File: src/rtl/matrix_result_display_pkg.sv
// Shared types and constants for the matrix result display: FSM states,
// element indices and the seven-segment glyph set {g,f,e,d,c,b,a}.
package matrix_result_display_pkg;

    typedef enum logic [0:0] {
        ST_IDLE = 1'b0,
        ST_SHOW = 1'b1
    } state_t;

    localparam logic [1:0] ELEM_R11 = 2'd0;
    localparam logic [1:0] ELEM_R12 = 2'd1;
    localparam logic [1:0] ELEM_R21 = 2'd2;
    localparam logic [1:0] ELEM_R22 = 2'd3;

    localparam logic [6:0] GLYPH_ERR = 7'b1111001;

    localparam logic [6:0] GLYPH_TABLE [16] = '{
        7'h3F, 7'h06, 7'h5B, 7'h4F, 7'h66, 7'h6D, 7'h7D, 7'h07,
        7'h7F, 7'h6F, 7'h77, 7'h7C, 7'h39, 7'h5E, 7'h79, 7'h71
    };

    // Picks the captured nibble for an element: r11, r12 from hi, r21, r22 from lo.
    function automatic logic [3:0] select_nibble(input logic [7:0] hi,
                                                 input logic [7:0] lo,
                                                 input logic [1:0] idx);
        logic [3:0] nib;
        case (idx)
            ELEM_R11: nib = hi[7:4];
            ELEM_R12: nib = hi[3:0];
            ELEM_R21: nib = lo[7:4];
            ELEM_R22: nib = lo[3:0];
            default:  nib = 4'd0;
        endcase
        return nib;
    endfunction

endpackage

File: src/rtl/matrix_result_display_hex_to_seg7.sv
// Combinational hex nibble to seven-segment glyph decoder.
module hex_to_seg7
    import matrix_result_display_pkg::*;
(
    input  logic [3:0] i_nibble,
    output logic [6:0] o_seg
);

    assign o_seg = GLYPH_TABLE[i_nibble];

endmodule

File: src/rtl/matrix_result_display.sv
// Cycles the four captured 2x2 result nibbles across a seven-segment display.
// Define MATRIX_DISP_LOOP_EN to repeat the sequence and accept new words while showing.
module matrix_result_display
    import matrix_result_display_pkg::*;
#(
    parameter int DWELL_CYCLES = 10000000
) (
    input  logic       clock,
    input  logic       reset,
    input  logic       in_valid,
    output logic       in_ready,
    input  logic [7:0] res_hi,
    input  logic [7:0] res_lo,
    input  logic       err_in,
    output logic [6:0] seg,
    output logic       dp,
    output logic [1:0] elem_idx,
    output logic       busy
);

`ifdef MATRIX_DISP_LOOP_EN
    localparam logic LOOP_EN = 1'b1;
`else
    localparam logic LOOP_EN = 1'b0;
`endif

    localparam logic [23:0] DWELL_LAST = 24'(DWELL_CYCLES - 1);

    state_t      r_state;
    logic [1:0]  r_idx;
    logic [23:0] r_cnt;
    logic [7:0]  r_hi;
    logic [7:0]  r_lo;
    logic        r_err;
    logic [6:0]  r_seg;
    logic        r_dp;
    logic        r_busy;
    logic        r_ready;

    state_t      w_state_next;
    logic [1:0]  w_idx_next;
    logic [23:0] w_cnt_next;
    logic [7:0]  w_hi_next;
    logic [7:0]  w_lo_next;
    logic        w_err_next;
    logic [6:0]  w_seg_next;
    logic        w_dp_next;
    logic        w_busy_next;
    logic        w_ready_next;
    logic        w_xfer;
    logic        w_dwell_done;
    logic [3:0]  w_nibble;
    logic [6:0]  w_glyph;

    assign w_xfer       = in_valid & r_ready;
    assign w_dwell_done = (r_cnt == DWELL_LAST);

    // State, capture and registered-output update; reset beats a transfer.
    always_ff @(posedge clock) begin
        if (reset) begin
            r_state <= ST_IDLE;
            r_idx   <= ELEM_R11;
            r_cnt   <= 24'd0;
            r_hi    <= 8'd0;
            r_lo    <= 8'd0;
            r_err   <= 1'b0;
            r_seg   <= 7'd0;
            r_dp    <= 1'b0;
            r_busy  <= 1'b0;
            r_ready <= 1'b1;
        end else begin
            r_state <= w_state_next;
            r_idx   <= w_idx_next;
            r_cnt   <= w_cnt_next;
            r_hi    <= w_hi_next;
            r_lo    <= w_lo_next;
            r_err   <= w_err_next;
            r_seg   <= w_seg_next;
            r_dp    <= w_dp_next;
            r_busy  <= w_busy_next;
            r_ready <= w_ready_next;
        end
    end

    // Next-state: capture on transfer, then step elements every dwell period.
    always_comb begin
        w_state_next = r_state;
        w_idx_next   = r_idx;
        w_cnt_next   = r_cnt;
        w_hi_next    = r_hi;
        w_lo_next    = r_lo;
        w_err_next   = r_err;
        case (r_state)
            ST_IDLE: begin
                if (w_xfer) begin
                    w_state_next = ST_SHOW;
                    w_idx_next   = ELEM_R11;
                    w_cnt_next   = 24'd0;
                    w_hi_next    = res_hi;
                    w_lo_next    = res_lo;
                    w_err_next   = err_in;
                end else begin
                    w_state_next = ST_IDLE;
                end
            end
            ST_SHOW: begin
                if (w_xfer) begin
                    w_idx_next   = ELEM_R11;
                    w_cnt_next   = 24'd0;
                    w_hi_next    = res_hi;
                    w_lo_next    = res_lo;
                    w_err_next   = err_in;
                end else if (w_dwell_done) begin
                    w_cnt_next = 24'd0;
                    if (r_idx == ELEM_R22) begin
                        w_idx_next = ELEM_R11;
                        if (LOOP_EN) begin
                            w_state_next = ST_SHOW;
                        end else begin
                            w_state_next = ST_IDLE;
                        end
                    end else begin
                        w_idx_next = r_idx + 2'd1;
                    end
                end else begin
                    w_cnt_next = r_cnt + 24'd1;
                end
            end
            default: begin
                w_state_next = ST_IDLE;
                w_idx_next   = ELEM_R11;
                w_cnt_next   = 24'd0;
            end
        endcase
    end

    assign w_nibble = select_nibble(w_hi_next, w_lo_next, w_idx_next);

    hex_to_seg7 u_hex_to_seg7 (
        .i_nibble (w_nibble),
        .o_seg    (w_glyph)
    );

    // Output decode from the upcoming state so outputs land with their state.
    always_comb begin
        w_seg_next   = 7'd0;
        w_dp_next    = 1'b0;
        w_busy_next  = 1'b0;
        w_ready_next = 1'b1;
        if (w_state_next == ST_SHOW) begin
            w_seg_next   = w_err_next ? GLYPH_ERR : w_glyph;
            w_dp_next    = w_err_next;
            w_busy_next  = 1'b1;
            w_ready_next = LOOP_EN;
        end else begin
            w_seg_next   = 7'd0;
            w_dp_next    = 1'b0;
            w_busy_next  = 1'b0;
            w_ready_next = 1'b1;
        end
    end

    assign seg      = r_seg;
    assign dp       = r_dp;
    assign elem_idx = r_idx;
    assign busy     = r_busy;
    assign in_ready = r_ready;

endmodule

File: config.mk
export PLATFORM = sky130hd
export DESIGN_NAME = matrix_result_display
export DESIGN_NICKNAME = d
export VERILOG_FILES = /design/src/rtl/matrix_result_display_pkg.sv /design/src/rtl/matrix_result_display_hex_to_seg7.sv /design/src/rtl/matrix_result_display.sv
export SDC_FILE = /design/constraint.sdc
export NUM_CORES = 1
export LEC_CHECK = 0
export BUFFER_PORTS_ARGS = -buffer_cell sky130_fd_sc_hd__buf_2
export CORE_ASPECT_RATIO = 1.1
export CORE_MARGIN = 2
export CORE_UTILIZATION = 23
export CTS_BUF_LIST = sky130_fd_sc_hd__clkbuf_8
export DETAILED_ROUTE_END_ITERATION = 6
export GPL_TIMING_DRIVEN = 0
export PLACE_DENSITY = 0.37
export SYNTH_ARGS = -nofsm -noshare
export SYNTH_HDL_FRONTEND = slang
export SYNTH_HIERARCHICAL = 1
export SYNTH_SLANG_ARGS = --single-unit
File: constraint.sdc
create_clock -name clock -period 8.4 [get_ports clock]
set_input_delay 0.84 -clock clock [delete_from_list [all_inputs] [get_ports clock]]
set_output_delay 0.84 -clock clock [all_outputs]
set_load 0.02 [all_outputs]
==> impl_metrics.csv <==
group,metric,value,unit
place,place_congestion,0.758,
synthesis,ys_types,50,
clock_network,clk_latency,310,ps
clock_network,cts_sinks,53,
die,io_pins,32,
power_and_ir_drop,ir_drop,0.0598,mV
detailed_routing,dr.first_iter.drc_count,117,
clock_network,postCtsSetupBuffers,0,
clock_network,cts_buffer_depth,2,
critical_path,slowest_stage,"o32ai_1",
timing,skew,7.62,ps
synthesis,synth_common_cells,"53 x dfxtp_1, 48 x a21oi_1, 48 x nand2_1, 31 x nor2_1, 14 x clkbuf_1",
detailed_routing,postRouteAntennaNets,0,
timing,setup_viol,0,
synthesis,synthMostInstantiatedCell,"dfxtp_1",
timing,rsz0062_at_grt,"no",
timing,hold_violations,0,
timing,setup-tns-final,0,ps
critical_path,path_cells,"buf_6 > or4b_4 > nor4_4 > nand3_4 > mux2_4 > and3_1 > o32ai_1 > inv_1 > ha_1 > mux4_1 > o21a_1",
clock_network,cts_tree,"built",
timing,relSlewSlack,40.9,%
detailed_routing,avgViaCountPerCell,4.81,
job,drv_cap,0,
die,fp-row-count,42,
critical_path,cp_num_buf_inv,2,
synthesis,synth-edff-count,0,
place,io_buffers,30,
cells_and_area,fin_nets,411,
synthesis,syn_nets,374,
grt,grt_pass1_wl,12.9,mm
power_and_ir_drop,power_density,154,mW/mm^2
grt,grt_use_total,12.6,%
clock_network,h-tree-depth,2,
die,die-area,0.0132,sq mm
synthesis,syn-cell-area,0.00283,sq mm
die,die_w,110,microns
critical_path,worst_setup_path_end_kind,"flip-flop",
synthesis,async_flop_share,0,%
clock_network,cts_made_buffers,5,
grt,grt_pass1_vias,2469,
power_and_ir_drop,leakage,1.25,nW
synthesis,seq_area_frac_synth,37.5,%
grt,grt_max_degree,17,
critical_path,critical_path.max_fanout,9,
worst_hold_path,hold_class,"flip-flop to flip-flop",
power_and_ir_drop,total_power,500,uW
grt,grt-ovfl-total,0,
timing,fmax,243,MHz
critical_path,crit_required,8620,ps
critical_path,start_kind,"flip-flop",
synthesis,ys_warn_count,6,
timing,post-route-min-period,4110,ps
grt,antenna_found_initial,0,
critical_path,crit_family,"simple AND/OR/NAND/NOR gates",
critical_path,crit_type,"flip-flop to flip-flop",
detailed_routing,wl_per_cell,14.7,microns
die,die_h,120,microns
detailed_routing,dr.pass1.iters,4,
critical_path,arrival,4320,ps
die,core,0.0120,sq mm
clock_network,path_clk_slew,110,ps
cells_and_area,insertedDiodeCount,0,
clock_network,cts_hold_buf,0,
clock_network,cts_resized,0,
cells_and_area,drive_gt1_share,16.4,%
cells_and_area,syn_to_final_growth,15.2,%
synthesis,syn_inst,345,
clock_network,cts_root_buf,"clkbuf_8",
detailed_routing,vias,2584,
synthesis,ys_seq_elements,53,
cells_and_area,fin_util,27.1,%
synthesis,yosys.area.top_type,"dfxtp_1",
timing,finalMaxSlewViolations,0,
detailed_routing,drt_drc_violations_left,0,
die,start_util,23.5,%
synthesis,synth.area.top_cells,"dfxtp_1 38%, a21oi_1 8.5%, nand2_1 6.4%",
timing,tightest_slew,883,ps
synthesis,synthFlopType,"dfxtp_1",
status,status,"complete, no violations",
place,dpl.hpwl,5.82,mm
detailed_routing,wl,7.91,mm
synthesis,syn_area_per_cell,8.20,sq um
synthesis,synth_top_area_share,37.5,%
critical_path,max_stage_delay,660,ps
timing,finalCritPeriodShare,48.9,%
==> stage by stage <==
stage               instances  area [sq um]  hold slack [ps]  worst slack [ps]
global placement          529          3170              446              4200
global route              537          3260              483              4080
CTS                       537          3260              466              4220
detailed placement        529          3170              450              4210
finish                    537          3260              460              4290
floorplan                 345          2830              433              4860
==> state kept, by name, indices dropped and copies added (netlist names) <==
signal    flops
r_err         1
in_ready      1
dp            1
r_lo          8
elem_idx      2
r_state       1
r_hi          8
seg           7
r_cnt        24
==> final cells by class <==
class,count,area (sq um)
Clock buffer,5,68.8
Buffer,20,108
Tap cell,154,193
Sequential cell,53,1060
Fill cell,1325,8780
Timing Repair Buffer,30,150
Multi-Input combinational cell,264,1630
Inverter,8,30.0
Clock inverter,3,18.8
==> routing by layer <==
layer | track usage [%] | part of all wire (%) | vias up | wire length [microns]
met3 | 2.16 | 3.5 | 5 | 280
li1 | - | - | 1315 | -
met4 | 3.16 | 0.77 | 0 | 61
met5 | 0 | 0 | - | 0
met2 | 21.7 | 50 | 53 | 3960
met1 | 16.2 | 46 | 1211 | 3600
==> path summary, 6_finish.rpt <==
path,start,end,slack [ps],cells after the start
worst max-delay path,r_cnt[7],seg[3],4290,11
worst min-delay path,r_lo[6],r_lo[6],460,2
worst max register to register,r_cnt[7],seg[3],4290,11
worst min register to register,r_lo[6],r_lo[6],460,2
==> where the power goes <==
part | switching, mW | internal (mW)
clock | 0.0909 | 0.0579
sequential | 0.00489 | 0.261
combinational | 0.0531 | 0.0327
total | 0.149 | 0.352
==> placed cells by master, fill, tap and decap left out, types with 3 or more instances in the layout <==
master,Yosys,layout
mux2_2,3,3
a31o_2,3,3
a211oi_1,3,3
nand2_1,48,48
or3_1,3,3
clkbuf_8,0,5
nand4_1,4,4
and2_1,3,3
or2_2,4,4
nand4b_1,3,3
a311oi_1,7,7
o32ai_1,3,3
o21ai_0,12,12
clkbuf_1,14,14
nand2b_1,4,4
nor2_1,31,31
buf_2,2,32
a31oi_1,3,3
buf_6,4,4
mux2i_1,5,5
and3_1,10,10
o211a_1,4,4
ha_1,9,9
nor3_1,10,10
nand3_1,10,10
o21a_1,6,6
dfxtp_1,53,53
inv_1,8,9
a21oi_1,48,48
==> worst reg2reg max path, cell delays in order (launching register included) <==
cell and delay [ps]:
dfxtp_1 320, buf_6 130, or4b_4 550, nor4_4 380
nand3_4 150, mux2_4 370, and3_1 180, o32ai_1 660
inv_1 240, ha_1 360, mux4_1 500, o21a_1 190
==> kinds of logic after synthesis <==
| kind of cell | Yosys count | synth area share (%) |
|---|---|---|
| simple gates | 147 | 27.1 |
| compound gates | 97 | 21.6 |
| flops | 53 | 37.5 |
| buf+inv | 28 | 4.87 |
| mux | 11 | 4.96 |
| fa+ha+maj | 9 | 3.98 |
Power figures use the tool's default switching activity.
